===== src/rtl/tdm_chan_muxdemux.sv =====
// tdm_chan_muxdemux: arbitrates N_CH producer channels onto one registered,
// channel-tagged bus (manual select or round-robin scan), then decodes that
// bus back into per-channel output registers with a one-cycle strobe.
// Optional macro TDM_PARITY_EN adds bus_par / par_err outputs and par_inj input.
module tdm_chan_muxdemux #(
  parameter  int unsigned N_CH  = 8,
  parameter  int unsigned WIDTH = 8,
  parameter  int unsigned HOLD  = 1,
  localparam int unsigned SELW  = $clog2(N_CH)
) (
  input  logic                  clk,
  input  logic                  rst_n,
  input  logic                  mode,
  input  logic [SELW-1:0]       sel,
  input  logic [N_CH*WIDTH-1:0] in_data,
  input  logic [N_CH-1:0]       in_valid,
  output logic [N_CH-1:0]       in_ready,
  output logic [WIDTH-1:0]      bus_data,
  output logic [SELW-1:0]       bus_ch,
  output logic                  bus_valid,
  output logic [N_CH*WIDTH-1:0] out_data,
  output logic [N_CH-1:0]       out_valid
`ifdef TDM_PARITY_EN
  ,
  input  logic                  par_inj,
  output logic                  bus_par,
  output logic                  par_err
`endif
);

  logic [SELW-1:0]       ptr_q, ptr_d;
  logic [WIDTH-1:0]      bus_data_q, bus_data_d;
  logic [SELW-1:0]       bus_ch_q, bus_ch_d;
  logic                  bus_valid_q, bus_valid_d;
  logic [N_CH*WIDTH-1:0] out_data_q, out_data_d;
  logic [N_CH-1:0]       out_valid_q, out_valid_d;

  logic                  gnt_vld;
  logic [SELW-1:0]       gnt_idx;
  logic [WIDTH-1:0]      gnt_data;
  int unsigned           idx;

  // Grant selection: manual select or first requester at/after ptr (wrapping)
  always_comb begin
    gnt_vld = 1'b0;
    gnt_idx = '0;
    idx     = 0;
    if (mode) begin
      for (int unsigned i = 0; i < N_CH; i++) begin
        idx = 32'(ptr_q) + i;
        if (idx >= N_CH) idx = idx - N_CH;
        if (!gnt_vld && in_valid[SELW'(idx)]) begin
          gnt_vld = 1'b1;
          gnt_idx = SELW'(idx);
        end
      end
    end else begin
      for (int unsigned c = 0; c < N_CH; c++) begin
        if (32'(sel) == c && in_valid[SELW'(c)]) begin
          gnt_vld = 1'b1;
          gnt_idx = SELW'(c);
        end
      end
    end
  end

  // One-hot grant, forced low while reset is asserted
  always_comb begin
    in_ready = '0;
    if (rst_n && gnt_vld) in_ready = N_CH'(1) << gnt_idx;
  end

  // Granted channel's data word
  always_comb begin
    gnt_data = '0;
    for (int unsigned c = 0; c < N_CH; c++) begin
      if (gnt_idx == SELW'(c)) gnt_data = in_data[c*WIDTH +: WIDTH];
    end
  end

  // Mux stage and scan pointer next-state
  always_comb begin
    ptr_d       = ptr_q;
    bus_data_d  = bus_data_q;
    bus_ch_d    = bus_ch_q;
    bus_valid_d = gnt_vld;
    if (gnt_vld) begin
      bus_data_d = gnt_data;
      bus_ch_d   = gnt_idx;
      if (mode) ptr_d = (32'(gnt_idx) == N_CH - 1) ? '0 : SELW'(gnt_idx + 1'b1);
    end
  end

  // Demux stage next-state: write tagged channel, clear others when HOLD=0
  always_comb begin
    out_data_d  = out_data_q;
    out_valid_d = '0;
    if (bus_valid_q) begin
      out_valid_d = N_CH'(1) << bus_ch_q;
      for (int unsigned c = 0; c < N_CH; c++) begin
        if (bus_ch_q == SELW'(c))
          out_data_d[c*WIDTH +: WIDTH] = bus_data_q;
        else if (HOLD == 0)
          out_data_d[c*WIDTH +: WIDTH] = '0;
      end
    end
  end

  // Pipeline registers
  always_ff @(posedge clk or negedge rst_n) begin
    if (!rst_n) begin
      ptr_q       <= '0;
      bus_data_q  <= '0;
      bus_ch_q    <= '0;
      bus_valid_q <= 1'b0;
      out_data_q  <= '0;
      out_valid_q <= '0;
    end else begin
      ptr_q       <= ptr_d;
      bus_data_q  <= bus_data_d;
      bus_ch_q    <= bus_ch_d;
      bus_valid_q <= bus_valid_d;
      out_data_q  <= out_data_d;
      out_valid_q <= out_valid_d;
    end
  end

  assign bus_data  = bus_data_q;
  assign bus_ch    = bus_ch_q;
  assign bus_valid = bus_valid_q;
  assign out_data  = out_data_q;
  assign out_valid = out_valid_q;

`ifdef TDM_PARITY_EN
  logic bus_par_q, par_err_q;

  // Parity captured with the bus word; checked as it lands in the demux stage
  always_ff @(posedge clk or negedge rst_n) begin
    if (!rst_n) begin
      bus_par_q <= 1'b0;
      par_err_q <= 1'b0;
    end else begin
      if (gnt_vld) bus_par_q <= (^gnt_data) ^ par_inj;
      par_err_q <= bus_valid_q && ((^bus_data_q) != bus_par_q);
    end
  end

  assign bus_par = bus_par_q;
  assign par_err = par_err_q;
`endif

endmodule


===== config.mk =====
export PLATFORM = sky130hd
export DESIGN_NAME = tdm_chan_muxdemux
export DESIGN_NICKNAME = d
export VERILOG_FILES = /design/src/rtl/tdm_chan_muxdemux.sv
export SDC_FILE = /design/constraint.sdc
export NUM_CORES = 1
export LEC_CHECK = 0
export CORE_ASPECT_RATIO = 0.9
export CORE_MARGIN = 3
export CORE_UTILIZATION = 50
export DETAILED_ROUTE_END_ITERATION = 6
export GPL_TIMING_DRIVEN = 0
export HOLD_SLACK_MARGIN = 0.15
export PLACE_DENSITY = 0.87
export SYNTH_ARGS = -nofsm -noshare
export SYNTH_HDL_FRONTEND = slang
export SYNTH_SLANG_ARGS = --single-unit

===== constraint.sdc =====
create_clock -name clk -period 19.7 [get_ports clk]
set_input_delay 5.91 -clock clk [delete_from_list [all_inputs] [get_ports clk]]
set_output_delay 5.91 -clock clk [all_outputs]
set_load 0.1 [all_outputs]

# Yosys cells after proc, flatten, opt, wreduce, memory -nomap -nowiden
# Index checks and enable logic that the tools add are counted.
# Widths: inputs -> output; s select.
[classes]
addsub = 16
multipliers = 0
div_mod_pow = 0
magnitude_cmp = 16
eq_ne = 21
n_shift = 2
muxes = 83
bitwise = 0
n_reduce_logical = 35
[op_table]
columns = ["operator", "count"]
rows = [
  ["$mux 3", 32],
  ["$mux 8", 10],
  ["$eq 3x3->1 const B", 12],
  ["$mux 1", 33],
  ["$lt 3x4->1 const B", 8],
  ["$ge 4x4->1 const B", 7],
  ["$bmux 1 s3", 8],
  ["$sub 3x1->3 const B", 8],
  ["$eq 3x2->1 const B", 6],
  ["$reduce_and 2->1", 9],
  ["$add 3x3->4 const B", 4],
  ["$logic_and 1x1->1", 16],
  ["$shl 1x3->8 const A", 2],
  ["$eq 3x1->1 const B", 3],
  ["$logic_not 3->1", 3],
  ["$add 3x2->4 const B", 2],
  ["$logic_not 1->1", 7],
  ["$add 3x1->4 const B", 1],
  ["$ge 3x4->1 const B", 1],
  ["$add 3x1->3 const B", 1],
]
[word_totals]
reg_bits = 87
latchBits = 0
ramBits = 0
rom_bits = 0
out_inout_bits = 92
memories = 0

# Logic depth before layout (Yosys ltp)
# Gate-level depths: netlist (run 1).
[depth]
depth_word = 44
mapped_depth = 27
ltp_nobuf = 21

# Worst setup path after synthesis (run 1)
# OpenSTA, ideal clock, no wires.
[synth_timing]
kind = "input -> output"
start = "in in_valid[1]"
end = "out in_ready[7]"
arrival_ns = 9.266
slack_ns = 4.524
cell_stages = 11
path_buffers = 2
path_cell_list = "mux4_2 mux2i_2 and2_1 o21ai_0 o32a_1 a31oi_1 ha_1 ha_1 clkbuf_1 clkbuf_1 and3_1"
[synth_via]
elab_chain_len = 34
word_cells_on_any_way = 73
cone_classes = "1 x shift; 56 x mux; 16 x reduce/logical"
[synth_rtl]
columns = ["item", "line", "rtl"]
rows = [
  ["start, declared", "16", "input logic [N_CH-1:0] in_valid,"],
  ["$bmux 1 s3", "52", "if (!gnt_vld && in_valid[SELW'(idx)]) begin"],
  ["$mux 1 (implied by the code)", "52", ""],
  ["$mux 1", "52", ""],
  ["$mux 1", "48", "if (mode) begin"],
  ["$logic_not 1->1", "52", ""],
  ["$logic_and 1x1->1", "52", ""],
  ["$mux 1", "52", ""],
  ["$mux 1", "48", ""],
  ["[19 not listed]", "--", ""],
  ["$mux 1", "48", ""],
  ["$logic_not 1->1", "52", ""],
  ["$logic_and 1x1->1", "52", ""],
  ["$mux 3 *", "52", ""],
  ["$mux 3 *", "48", ""],
  ["named net gnt_idx[1]", "39", "logic [SELW-1:0] gnt_idx;"],
  ["$shl 1x3->8 *", "70", "if (rst_n && gnt_vld) in_ready = N_CH'(1) << gnt_idx;"],
  ["$mux 8 *", "70", ""],
  ["end, declared", "17", "output logic [N_CH-1:0] in_ready,"],
]
# Mark *: on every way through the listed nets, which the timed path passes. The rest lies on a longest branch. The select of a mux whose other input is x is not followed.

# Worst setup path in the final report (run 1)
# Same ends and word-level chain as after synthesis.

==> results of run 1 <==
## worst max-delay path by stage
stage | startpoint | depth (start not counted) | to
after global routing | in_valid[0] | 13 | in_ready[7]
after CTS | in_valid[2] | 13 | in_ready[7]
after global placement | in_valid[0] | 13 | in_ready[7]
after detailed placement | in_valid[2] | 13 | in_ready[7]
after floorplan | in_valid[1] | 11 | in_ready[7]
final | in_valid[1] | 13 | in_ready[7]
## worst max-delay path: cells and delay by family
kind                     cells  cell delay, ns
buffers and inverters        4            2.39
multiplexers                 2            0.88
adder cells (fa/ha/maj)      2            0.43
AO/OA/AOI/OAI                3            1.07
AND/OR/NAND/NOR              2            0.43
## metrics by stage
stage                     setup WS (ns)  instance area [um^2]  hold slack [ns]  instances
final                              2.66                  7060            0.478        831
after global routing               2.46                  7060            0.507        831
after CTS                          2.72                  7060            0.484        831
after detailed placement           2.74                  6850            0.462        815
after global placement             2.84                  6830            0.458        814
after floorplan                    4.52                  5000            0.721        525
## area by class of cell
type	instances	area, um^2	share of cell area
Timing Repair Buffer	168	1700	0.240
Clock buffer	9	124	0.0175
Tap cell	122	153	0.0216
Inverter	24	90.1	0.0128
Multi-Input combinational cell	376	2560	0.363
Sequential cell	87	2180	0.308
Buffer	38	178	0.0252
Clock inverter	7	81.3	0.0115
## Yosys cell counts, types with 8 or more instances
cell type  instances
nand2_1          133
nor2_1            19
mux4_2            10
clkbuf_1          27
ha_1               8
a22oi_1           16
nor2b_1            9
a21oi_1           12
nor3_1             9
mux2i_1           11
dfrtp_1           87
o21ai_0           17
mux2_2            38
o31ai_1            8
inv_1             19
a221oi_1           9
and3_1             8
## cell usage in the layout, fill, tap and decap left out, types with 2 or more instances in the layout
| cell | netlist | routed |
|---|---|---|
| nand2_1 | 133 | 133 |
| clkinv_1 | 4 | 4 |
| o31ai_1 | 8 | 8 |
| mux2_2 | 38 | 38 |
| and2_1 | 3 | 3 |
| nand2_2 | 2 | 2 |
| nor2b_1 | 9 | 9 |
| mux4_2 | 10 | 10 |
| clkbuf_1 | 27 | 27 |
| and3_1 | 8 | 8 |
| clkinvlp_4 | 0 | 3 |
| a22oi_1 | 16 | 16 |
| inv_1 | 19 | 19 |
| ha_1 | 8 | 8 |
| clkdlybuf4s50_1 | 0 | 166 |
| mux2i_2 | 2 | 2 |
| nor2_1 | 19 | 19 |
| buf_4 | 4 | 5 |
| o22ai_1 | 5 | 5 |
| a21o_1 | 4 | 4 |
| a221oi_1 | 9 | 9 |
| a32o_1 | 2 | 2 |
| a21oi_1 | 12 | 12 |
| dfrtp_1 | 87 | 87 |
| o21ai_1 | 5 | 5 |
| nor3b_1 | 3 | 3 |
| nand2b_1 | 5 | 5 |
| mux2_1 | 5 | 5 |
| o221ai_2 | 3 | 3 |
| mux2i_1 | 11 | 11 |
| nand4b_1 | 4 | 4 |
| nor3_1 | 9 | 9 |
| a31oi_1 | 2 | 2 |
| o21ai_0 | 17 | 17 |
| nand3_1 | 5 | 5 |
| buf_6 | 2 | 2 |
| xor2_1 | 2 | 2 |
| clkbuf_8 | 0 | 9 |
| nand4_1 | 3 | 3 |
| buf_2 | 4 | 4 |
## cell families (layout without fill, tap and decap cells)
family          count (synthesis)  count (layout)  synth area share
compound gates                 90              90             0.128
xor+xnor                        3               3           0.00525
fa+ha+maj                       8               8            0.0200
buf+inv                        62             246            0.0535
flops                          87              87             0.435
mux                            66              66             0.169
simple gates                  209             209             0.189
## state kept, by name (all words and copies together), names as in the netlist
name,count
out_data,64
bus_ch,3
ptr_q,3
out_valid,8
bus_data,8
bus_valid,1
## per-layer routing
layer	vias to the layer above	global-route usage	part of all wire
met5	-	0	0
met4	0	0.0879	0.025
met3	28	0.0666	0.091
met2	264	0.458	0.50
met1	2268	0.337	0.39
li1	2200	-	-
==> impl_metrics.ini, run 1 <==
[outcome]
status = completed

[sta]
max_freq_mhz = 58.7
skew_ns = 0.0120
setup_viol = 0
tns_ns = 0
maxSlewViolCount = 0
hold_violations = 0
rsz0062_at_grt = false
timing.slew.headroom = 0.127
tightestPinTransition_ns = 1.30
finalCritPeriodShare = 0.865
fin_crit_ns = 17.04

[floorplan]
dieArea_um2 = 11200
ios = 170
rows = 33
chipHeight_um = 101
die_x_um = 111
coreArea_um2 = 9410
start_util = 0.532

[detailed_routing]
drtIter0Drc = 323
vias = 4760
via_per_inst = 5.73
wl_um = 15000
dr.pass1.iters = 5
wl_per_cell_um = 18.0
drc = 0
ant_nets = 0

[synth]
avgSynthCellArea_um2 = 9.53
ys_seq_area_frac = 0.435
ys_top_cells_by_area = dfrtp_1 (44%), nand2_1 (10%), mux2_2 (8.5%)
synth_area_leader_cell = dfrtp_1
async_flop_share = 1.00
synth-edff-count = 0
synth_cell_types = 53
syn-cell-area_um2 = 5000
synthCells = 525
syn_nets = 611
ys_seq_elements = 87
synthFlopType = dfrtp_1
synth_top_area_frac = 0.435
ys_warn_count = 0

[min_path]
hold_end = out_data[44]
hold_class = reg2reg
hold_depth = 2
hold_start = out_data[44]

[setup_path]
crit_fanout = 10
r2r_start = ptr_q[1]
r2r_cells = 24
critPathLaunchType = input pin
slowest_stage = clkdlybuf4s50_1
path_cells = clkdlybuf4s50_1 -> mux4_2 -> mux2i_2 -> and2_1 -> o21ai_0 -> o32a_1 -> a31oi_1 -> ha_1 -> ha_1 -> clkbuf_1 -> clkbuf_1 -> and3_1 -> clkdlybuf4s50_1
slowest_delay_ns = 1.15
crit_arrival_ns = 11.13
reg2reg_slack_ns = 13.80
end_kind = output pin
r2r-end = bus_data[6]
critPathKind = in2out
cp.required_ns = 13.79

[final_layout]
drive_gt1_frac = 0.126
num_antenna_cells = 0
nets = 790
nFillCells = 676
final_util = 0.750
syn_to_final_growth_pct = 41.0

[global_routing]
grt_pass1_vias = 4775
grt_max_degree = 69
overflow = 0
grt_pass1_wl_um = 24000
grt_use_total = 0.268
antenna_found_initial = 0

[clock_tree]
cts_tree = yes
clock_path_buffers = 2
cts_inserted_buffers = 9
cts-resized-gates = 0
clkTransAtPathRegs_ns = 0.08
cts_root_buf = clkbuf_8
holdBufCountCts = 0
clk_latency_ns = 0.36
htreeDepth = 3
cts_setup_buffers = 0
cts.sinks = 87

[run]
maxCapViolCount = 0

[placed_design]
io_buffers = 167
post-dp-hpwl_um = 11700
gp_congestion = 0.902
Power of run 1 is not shown: default switching activity piles up to over one toggle a cycle in this logic, so the estimate is an artifact.
==> run 2: changes to the inputs <==
Settings changed: CORE_UTILIZATION 50 to 40, PLACE_DENSITY 0.87 to 0.72.
==> run 2 against run 1 <==
Effect of this change: global-route usage down 4.7 points; sequential cell count unchanged; final area increased by 1.7%; wire length rose by 2.1%; sequential share of layout area is 0.51 points lower; via count fell by 2.9%; final cell count rose by 4.6%; core utilization is 16 points lower; clock skew shrank 0.0069 ns; setup slack better by 0.11 ns; fmax grew 0.66%; register-to-register slack better by 0.09 ns; highest routed layer unchanged.
==> impl_metrics.ini, run 2 (synthesis results as in run 1) <==
[floorplan]
start_util = 0.413
dieArea_um2 = 13900
die_x_um = 124
coreArea_um2 = 12100
chipHeight_um = 112
rows = 38
ios = 170

[sta]
fin_crit_ns = 16.93
tightestPinTransition_ns = 1.16
tns_ns = 0
rsz0062_at_grt = false
hold_violations = 0
skew_ns = 0.00509
maxSlewViolCount = 0
timing.slew.headroom = 0.218
finalCritPeriodShare = 0.859
setup_viol = 0
max_freq_mhz = 59.1

[global_routing]
antenna_found_initial = 0
grt_use_total = 0.221
grt_pass1_wl_um = 24200
grt_pass1_vias = 4606
overflow = 0
grt_max_degree = 66

[setup_path]
crit_arrival_ns = 11.02
end_kind = output pin
cp.required_ns = 13.79
critPathKind = in2out
critPathLaunchType = input pin
crit_fanout = 10

[clock_tree]
cts_inserted_buffers = 9
clkTransAtPathRegs_ns = 0.06
cts-resized-gates = 0
cts.sinks = 87
cts_tree = yes
cts_setup_buffers = 0
clk_latency_ns = 0.33
cts_root_buf = clkbuf_16
clock_path_buffers = 2
htreeDepth = 3
holdBufCountCts = 0

[min_path]
hold_class = reg2reg

[detailed_routing]
vias = 4620
via_per_inst = 5.32
dr.pass1.iters = 5
wl_per_cell_um = 17.6
ant_nets = 0
wl_um = 15300
drtIter0Drc = 367
drc = 0

[placed_design]
io_buffers = 167
gp_congestion = 0.897
post-dp-hpwl_um = 11800

[final_layout]
num_antenna_cells = 0
drive_gt1_frac = 0.124
multi_input_area_um2 = 2560
largest_reg_flops = 64
final_common_cell = clkdlybuf4s50_1
syn_to_final_growth_pct = 43.4
register_area_um2 = 2180
most-common-layout-cells = clkdlybuf4s50_1 (166), nand2_1 (133), dfrtp_1 (87)
nFillCells = 1053
nets = 790

[run]
maxCapViolCount = 0

[outcome]
status = completed
==> run 2: worst paths after layout <==
path | start | end | slack [ns] | depth (start not counted)
worst min register to register | out_data[54] | out_data[54] | 0.48 | 2
worst max-delay path | in_valid[6] | in_ready[7] | 2.77 | 13
worst min-delay path | out_data[54] | out_data[54] | 0.48 | 2
min in group asynchronous | rst_n | out_data[28] | 5.47 | 1
worst max register to register | ptr_q[0] | bus_data[6] | 13.89 | 25
max in group asynchronous | rst_n | bus_ch[0] | 13.61 | 2
==> run 2: cell type report <==
cell class	instances	area share
multi-input cells	376	0.357
clock buffers	10	0.0319
plain buffers	38	0.0248
clock inverters	6	0.00645
flip-flops and latches	87	0.303
repair buffers	168	0.236
well taps	160	0.0279
inverters	24	0.0126
==> run 2: per-stage QoR <==
step	instance area [um^2]	setup WS (ns)	hold slack (ns)	utilization	std cells
after floorplan	5000	4.52	0.721	-	525
after global placement	6880	2.80	0.458	0.567	852
after detailed placement	6900	2.82	0.462	0.569	853
after CTS	7180	2.80	0.477	0.592	869
after global routing	7180	2.47	0.491	0.592	869
final	7180	2.77	0.476	0.592	869
==> run 2: metal layers <==
layer	routed length (um)	vias up	track usage
li1	-	2193	-
met4	84	0	0.0394
met3	1110	6	0.0479
met2	7610	194	0.379
met1	6490	2227	0.291
met5	0	-	0
==> run 2: worst max-delay path, cell delays in order <==
cell and delay (ns):
clkdlybuf4s50_1 0.54, mux4_2 0.56, mux2i_2 0.29, and2_1 0.20, o21ai_0 0.21, o32a_1 0.40, a31oi_1 0.39, ha_1 0.26
ha_1 0.15, clkbuf_1 0.27, clkbuf_1 0.43, and3_1 0.24, clkdlybuf4s50_1 1.15
Power of run 2 is left out for the same reason.
==> run 3: changes to the inputs <==
Settings changed: MAX_ROUTING_LAYER set to met4.
==> run 3 against run 2 <==
Effect of this change: first-iteration DRC count decreased by 24%; via count increased by 0.35%; non-clock buffer count unchanged; fmax increased by 0.23%; count of clock-buffer cells in the layout unchanged; sequential cell count unchanged; hold slack got worse by 0.0032 ns; clock skew increased by 0.00078 ns; wire length increased by 2.2%; sequential share of layout area decreased by 0.19 points; critical path type unchanged; critical endpoint unchanged.
==> impl_metrics.ini, run 3 (synthesis results as in run 1) <==
[final_layout]
nets = 790
syn_to_final_growth_pct = 44.3
nFillCells = 1070
most-common-layout-cells = clkdlybuf4s50_1 (166), nand2_1 (133), dfrtp_1 (87)
final_common_cell = clkdlybuf4s50_1
largest_reg_flops = 64
num_antenna_cells = 0
drive_gt1_frac = 0.124

[global_routing]
antenna_found_initial = 0
grt_use_total = 0.238
grt_pass1_wl_um = 25100
grt_max_degree = 74
overflow = 0
grt_pass1_vias = 4881

[detailed_routing]
via_per_inst = 5.33
drc = 0
wl_um = 15600
dr.pass1.iters = 5
vias = 4636
drtIter0Drc = 280
ant_nets = 0
wl_per_cell_um = 18.0

[floorplan]
start_util = 0.413
coreArea_um2 = 12100
die_x_um = 124
chipHeight_um = 112
dieArea_um2 = 13900
ios = 170
rows = 38

[clock_tree]
cts_setup_buffers = 0
clk_latency_ns = 0.33
cts_tree = yes
holdBufCountCts = 0
cts.sinks = 87
htreeDepth = 3
clock_path_buffers = 2
cts_root_buf = clkbuf_16
cts_inserted_buffers = 9
cts-resized-gates = 0
clkTransAtPathRegs_ns = 0.06

[setup_path]
reg2reg_slack_ns = 14.00
end_kind = output pin
critPathKind = in2out
r2r_cells = 25
cp.required_ns = 13.79
crit_arrival_ns = 10.98
crit_fanout = 10
critPathLaunchType = input pin

[sta]
maxSlewViolCount = 0
finalCritPeriodShare = 0.857
hold_ws_ns = 0.473
timing.slew.headroom = 0.259
skew_ns = 0.00587
fin_crit_ns = 16.89
rsz0062_at_grt = false
tns_ns = 0
setup_viol = 0
tightestPinTransition_ns = 1.10
hold_violations = 0
max_freq_mhz = 59.2

[outcome]
status = completed

[placed_design]
post-dp-hpwl_um = 12000
gp_congestion = 0.905
io_buffers = 167

[min_path]
hold_depth = 2
hold_class = reg2reg

[run]
maxCapViolCount = 0
run 3: changes by cell type in the layout (fill, tap and decap cells not counted), sizes merged:
| cell | delta |
|---|---|
| bufinv | +2 |
| clkinv | -3 |
| inv | +1 |
run 3: critical path: stages:
cell	delay (ns)
clkdlybuf4s50_1	0.55
mux4_2	0.58
mux2i_2	0.28
and2_1	0.20
o21ai_0	0.20
o32a_1	0.38
a31oi_1	0.40
ha_1	0.26
ha_1	0.15
clkbuf_1	0.28
clkbuf_1	0.40
and3_1	0.23
clkdlybuf4s50_1	1.15
run 3: final timing paths:
| kind | from | endpoint |
|---|---|---|
| worst max-delay path | in_valid[1] | in_ready[7] |
| worst max register to register | ptr_q[0] | bus_data[6] |
| worst min register to register | out_data[54] | out_data[54] |
| min in group asynchronous | rst_n | out_data[28] |
| worst min-delay path | out_data[54] | out_data[54] |
| max in group asynchronous | rst_n | out_data[34] |
run 3: layout make-up:
| type | count | area [um^2] | area share |
|---|---|---|---|
| buffer | 38 | 178 | 0.0246 |
| sequential | 87 | 2180 | 0.301 |
| clock inverter | 6 | 92.6 | 0.0128 |
| inverter | 24 | 90.1 | 0.0125 |
| timing repair buffer | 168 | 1700 | 0.235 |
| multi-input combinational | 376 | 2560 | 0.354 |
| tap | 160 | 200 | 0.0277 |
| clock buffer | 10 | 229 | 0.0317 |
run 3: routing by layer:
layer  vias up  share of wire  GRT usage
met2       179           0.49      0.382
li1       2189              -          -
met5         -              0          -
met1      2252           0.42      0.305
met3        16          0.068     0.0504
met4         0          0.018     0.0701
run 3: through the flow:
step           instances  setup WS [ns]  area (um^2)   util
5_1_grt              869           2.45         7220  0.596
3_5_place_dp         853           2.82         6900  0.569
3_3_place_gp         852           2.81         6880  0.567
4_1_cts              869           2.80         7220  0.596
2_1_floorplan        525           4.52         5000      -
6_report             869           2.81         7220  0.596
Power of run 3 is left out for the same reason.
